<file path="src/rtl/invsqrt_out_buffer.sv">
// invsqrt_out_buffer: first-word-fall-through output FIFO for the inverse
// square root pipeline. Results enter on DataValid, leave on a ready/valid
// handshake, and ce_out throttles the upstream pipeline once free space
// drops to AF_THRESH entries or fewer. A result that arrives while the FIFO
// is full and not being read is dropped and raises the sticky overflow flag.
// Optional: define INVSQRT_OBUF_STATS_EN to add a saturating 16-bit
// drop_cnt output counting dropped results.
module invsqrt_out_buffer #(
  parameter int DEPTH     = 8,
  parameter int AF_THRESH = 3
) (
  input  logic                     clk,
  input  logic                     rst,
  input  logic [31:0]              DataIn,
  input  logic                     DataValid,
  output logic                     ce_out,
  output logic [31:0]              m_data,
  output logic                     m_valid,
  input  logic                     m_ready,
  output logic [$clog2(DEPTH):0]   level,
  output logic                     overflow
`ifdef INVSQRT_OBUF_STATS_EN
  ,
  output logic [15:0]              drop_cnt
`endif
);

  localparam int AW = $clog2(DEPTH);
  localparam int LW = AW + 1;

  // Elaboration guard: pointer wrap relies on DEPTH being a power of two.
  generate
    if ((DEPTH < 4) || (DEPTH > 64) || ((DEPTH & (DEPTH - 1)) != 0)) begin : g_bad_depth
      $error("invsqrt_out_buffer: DEPTH must be a power of two in 4..64");
    end
  endgenerate

  logic [31:0]   mem [DEPTH];
  logic [AW-1:0] wr_ptr;
  logic [AW-1:0] rd_ptr;
  logic [LW-1:0] free_cnt;
  logic          full;
  logic          rd_en;
  logic          wr_en;
  logic          drop;

  // Handshake decode. A read in the same cycle frees the slot a full FIFO
  // needs, so a simultaneous read and write is always accepted.
  always_comb begin
    full     = (level == LW'(DEPTH));
    m_valid  = (level != '0);
    rd_en    = m_valid & m_ready;
    wr_en    = DataValid & (~full | rd_en);
    drop     = DataValid & full & ~rd_en;
    free_cnt = LW'(DEPTH) - level;
    ce_out   = (int'(free_cnt) > AF_THRESH);
    m_data   = mem[rd_ptr];
  end

  // Storage array; contents need no reset since m_valid masks stale words.
  always_ff @(posedge clk) begin
    if (wr_en) mem[wr_ptr] <= DataIn;
  end

  // Pointers, occupancy and sticky overflow. Pointers wrap naturally at DEPTH.
  always_ff @(posedge clk or negedge rst) begin
    if (!rst) begin
      wr_ptr   <= '0;
      rd_ptr   <= '0;
      level    <= '0;
      overflow <= 1'b0;
    end else begin
      if (wr_en) wr_ptr <= wr_ptr + AW'(1);
      if (rd_en) rd_ptr <= rd_ptr + AW'(1);
      case ({wr_en, rd_en})
        2'b10:   level <= level + LW'(1);
        2'b01:   level <= level - LW'(1);
        default: level <= level;
      endcase
      if (drop) overflow <= 1'b1;
    end
  end

`ifdef INVSQRT_OBUF_STATS_EN
  // Dropped-result counter, saturating so it never wraps back to a small value.
  always_ff @(posedge clk or negedge rst) begin
    if (!rst)                          drop_cnt <= '0;
    else if (drop && drop_cnt != '1)   drop_cnt <= drop_cnt + 16'd1;
  end
`endif

endmodule

</file>
<file path="config.mk">
export PLATFORM = sky130hd
export DESIGN_NAME = invsqrt_out_buffer
export DESIGN_NICKNAME = d
export VERILOG_FILES = /design/src/rtl/invsqrt_out_buffer.sv
export SDC_FILE = /design/constraint.sdc
export NUM_CORES = 1
export LEC_CHECK = 0
export CAP_MARGIN = 20
export CORE_ASPECT_RATIO = 0.75
export CORE_MARGIN = 2
export CORE_UTILIZATION = 55
export DETAILED_ROUTE_END_ITERATION = 10
export PLACE_DENSITY = 0.75
export SYNTH_ARGS = -nofsm -noshare
export SYNTH_HDL_FRONTEND = slang
export SYNTH_SLANG_ARGS = --single-unit
</file>
<file path="constraint.sdc">
create_clock -name clk -period 7.7 [get_ports clk]
set_input_delay 2.31 -clock clk [delete_from_list [all_inputs] [get_ports clk]]
set_output_delay 2.31 -clock clk [all_outputs]
set_load 0.02 [all_outputs]
</file>
Word level (Yosys, flattened, before mapping)
Memories as Yosys holds them, arrays and structs flattened. Cells that the tools add are included.

Memories: 1. Bits in writable memories: 256. Logic and storage cells: 26. Input bits: 36. Register bits after elaboration: 11.

Memory list: mem (depth 8, width 32, read ports 1, clocked after memory_dff 0, write ports 1, RTL line 38) `logic [31:0] mem [DEPTH];`.

Equality and inequality tests: 3. Multiplexer cells: 3. Add/sub/neg operators: 5. Bitwise operators: 7. Order comparisons: 1. Reductions and logical operators: 2.

Operators with widths (count): case mux 4 bit (2 select lines) (1); adder 3 x 1 -> 3 bit (second input constant) (2); adder 4 x 1 -> 4 bit (second input constant) (1); AND 1 bit (4); equality test 4 bit (second input constant) (1); greater-than comparator 4 x 2 -> 1 bit (second input constant) (1); nonzero test 4 bit (1); subtractor 4 x 1 -> 4 bit (second input constant) (1); subtractor 4 bit (first input constant) (1); equality test 2 x 1 -> 1 bit (second input constant) (1); equality test 2 bit (second input constant) (1); 2-to-1 mux 1 bit (2); NOT 1 bit (2); nonzero test 2 bit (1); OR 1 bit (1).

Depth between registers and ports, before layout
Depth in word-level cells: 6. Gate-level depth with buffers: 9. Mapped depth without buffers: 8.

Worst setup path after synthesis
No wires, ideal clock.

Kind: input-to-reg. Start: in m_ready. End: mem mem[1][0], enable pin. Data arrival time: 5.035 ns. Stages: 4. Setup slack: 2.204 ns. Cells stage by stage: nor2b_1 > a21boi_1 > nand2_1 > nor3_1.

Word-level cells in the longest chain between the ends: 5.

Ends and longest elaborated chain: from (decl) (RTL line 19) `input logic m_ready,`; AND 1 bit (RTL line 52) `rd_en = m_valid & m_ready;`; OR 1 bit (RTL line 53) `wr_en = DataValid & (~full | rd_en);`; AND 1 bit (RTL line 53); 2-to-1 mux 1 bit (RTL line 62) `if (wr_en) mem[wr_ptr] <= DataIn;`; 2-to-1 mux 1 bit (implied by the code) (RTL line 62); to (decl) (RTL line 38).

Every way passes these cells.

Worst setup path in the final report
Start: reg rd_ptr[0]. End: out m_data[12].

Word-level cells in the longest chain between the ends: 1.

Ends and longest elaborated chain: from (decl) (RTL line 40) `logic [AW-1:0] rd_ptr;`; from (signal assigned) (RTL line 74) `if (rd_en) rd_ptr <= rd_ptr + AW'(1);`; memory (8 x 32 bit); to (decl) (RTL line 17) `output logic [31:0] m_data,`.

Every way passes these cells.

==> flow_metrics.py <==
metrics = {
    "outcome": {
        "status": "completed",
    },
    "global_route": {
        "antenna_found_initial": 1,
        "gr-total-overflow": 0,
        "grt_max_degree": 48,
        "grt_use_total": 0.194,
        "grt_pass1_wl_um": 28700,
        "grt_pass1_vias": 4910,
    },
    "route": {
        "drc_errors": 0,
        "wl_met3_um": 1130,
        "routedWlPerCell_um": 23.0,
        "first_pass_iters": 5,
        "wl_met1_um": 8000,
        "wirelength_um": 18400,
        "ant_nets": 0,
        "highest_layer": "met4",
        "wl_met2_um": 9030,
        "via_per_inst": 5.88,
        "vias": 4689,
        "drt-initial-drc-count": 378,
    },
    "worst_setup_path": {
        "worst-setup-path-type": "reg2out",
        "arrival_ns": 3.46,
        "cp_data_required_time_ns": 5.39,
        "path_max_fanout": 47,
        "endpoint_kind": "primary output",
        "crit_path_start_kind": "register",
    },
    "clock_tree": {
        "cts_tree": "built",
        "cts_setup_buffers": 0,
        "clock_path_buffers": 3,
        "cts_resized": 0,
        "clockRootBuffer": "clkbuf_16",
        "cts_buffers": 25,
        "clk_pin_slew_ns": 0.06,
        "hold_buffers": 0,
        "htree_num_levels": 1,
        "clk-insertion-delay-late_ns": 0.52,
        "clock_sinks": 267,
    },
    "sta": {
        "finalCritPeriodShare": 0.749,
        "hold_viol": 0,
        "clock_skew_ns": 0.0168,
        "finalSetupViolCount": 0,
        "worst_slew_margin_rel": 0.307,
        "worst_slew_pin_slew_ns": 1.04,
        "drv_slew": 0,
        "rsz0062_at_grt": "false",
        "min_period_ns": 5.77,
        "fin_tns_setup_ns": 0,
        "clock.fmax_mhz": 173,
    },
    "synthesis": {
        "synth_cells": 444,
        "synth_fa_ha_area_frac": 0.00364,
        "synth_edf_count": 256,
        "synth_simple_gate_area_frac": 0.0187,
        "synth_seq_area_share": 0.772,
        "synth_xor_area_frac": 0.00679,
        "yosys.cell_count.top_type": "edfxtp_1",
        "async_flop_share": 0.0412,
        "synthesis.nets": 483,
        "synth_top_family_by_area": "multiplexers",
        "synth_compound_area_frac": 0.00897,
        "synthFlopType": "edfxtp_1",
        "yosysTopAreaCell": "edfxtp_1",
        "yosys.area.top_type_share": 0.745,
        "syn_avg_cell_area_um2": 23.2,
        "synthMuxAreaShare": 0.179,
        "yosys-top-cells-count": "edfxtp_1 (256), mux4_2 (64), mux2_2 (35)",
        "synth_cell_types": 34,
        "ys_top_cells_by_area": "edfxtp_1 (75%), mux4_2 (14%), mux2_2 (3.8%)",
        "ys_warn_count": 0,
        "netlist_area_um2": 10300,
        "synth-seq-cells": 267,
    },
    "placement": {
        "place.port_buffers": 74,
        "gp_congestion": 0.751,
        "dpl.hpwl_um": 10100,
        "placed_cells": 754,
    },
    "floorplan": {
        "start_util": 0.559,
        "die_w_um": 162,
        "dieArea_um2": 19900,
        "core_um2": 18500,
        "rows": 43,
        "io_pins": 75,
        "die_h_um": 123,
    },
    "power": {
        "p_per_area_nw_per_um2": 391,
        "p_leak_nw": 3.88,
        "ir_drop_v": 0.000184,
    },
    "finish": {
        "finalNonFillerCells": 798,
        "fin_nets": 573,
        "drive_gt1_frac": 0.289,
        "antenna-diode-count": 0,
        "area_growth_pct": 18.0,
    },
    "hold_path": {
        "hp-class": "reg2reg",
    },
    "flow_run": {
        "max_cap_viol_count": 0,
    },
}
final cells by class:
| class | count | area, um2 |
|---|---|---|
| multi-input combinational | 156 | 2290 |
| clock inverter | 14 | 144 |
| sequential | 267 | 7970 |
| clock buffer | 30 | 644 |
| timing repair buffer | 84 | 816 |
| fill | 1138 | 6280 |
| tap | 247 | 309 |
final timing paths:
check                                            from               endpoint  slack (ns)  depth (start not counted)
worst max-delay path            rd_ptr[0]$_DFFE_PN0N_             m_data[12]        1.93                          4
worst min-delay path             overflow$_DFFE_PN0P_   overflow$_DFFE_PN0P_        0.49                          1
worst max register to register   level[1]$_DFFE_PN0P_   mem[1][31]$_DFFE_PP_        4.69                          5
worst min register to register   overflow$_DFFE_PN0P_   overflow$_DFFE_PN0P_        0.49                          1
max in group asynchronous                         rst  rd_ptr[0]$_DFFE_PN0N_        5.19                          1
min in group asynchronous                         rst   level[2]$_DFFE_PN0P_        2.14                          1
placed cells by master (no fill, tap or decap), types with 2 or more instances in the layout:
cell type,instances
edfxtp_1,256
clkdlybuf4s50_1,74
mux4_2,64
mux2_2,35
clkbuf_16,25
buf_4,10
dfrtp_1,8
nor2_4,6
clkinv_1,6
nand2_1,5
xnor2_1,5
clkbuf_1,5
nor2_1,4
nor2b_1,4
nand2b_1,4
xor2_1,3
nor3_2,3
ha_1,3
bufinv_16,3
clkinv_2,3
a21oi_1,2
a31oi_1,2
nand3_1,2
dfrtp_2,2
cells by family (layout without fill, tap and decap cells):
logic type	Yosys count	count (layout)
simple gates	35	35
flops	267	267
fa+ha+maj	3	3
compound gates	10	10
buf+inv	21	128
mux	100	100
xor+xnor	8	8
report_power, final:
part	switching (mW)	total, mW	internal, mW	leakage [nW]
Combinational	0.685	1.51	0.826	1.04
Clock	0.490	1.18	0.695	0.382
Sequential	0.239	2.07	1.83	2.46
Total	1.41	4.76	3.35	3.88
worst max-delay path: stages, from the launching register on:
cell and delay, ns:
dfrtp_4 1.03, buf_4 0.50, mux4_2 0.54, mux2_2 0.29, clkdlybuf4s50_1 0.57
through the flow:
step                      instance area [um2]  power (mW)  setup WS [ns]  hold slack, ns   util
after CTS                               12200        4.81           1.82           0.494  0.660
after detailed placement                11400        3.63           2.29           0.480  0.617
final                                   12200        4.76           1.93           0.490  0.660
after global placement                  11400        3.59           2.39           0.480  0.617
after global routing                    12200        4.98           1.64           0.499  0.660
after floorplan                         10300        3.04           2.20           0.480      -
flip-flops by register name, summed over array words and instances, names as in the netlist:
register	flops
mem	256
rd_ptr	3
overflow	1
level	4
wr_ptr	3
routing by layer:
layer  vias to the layer above  global-route usage
met4                         0              0.0365
met1                      2499               0.281
met5                         -                   0
li1                       2046                   -
met2                       127               0.313
met3                        17              0.0439
Power figures use the tool's default switching activity.
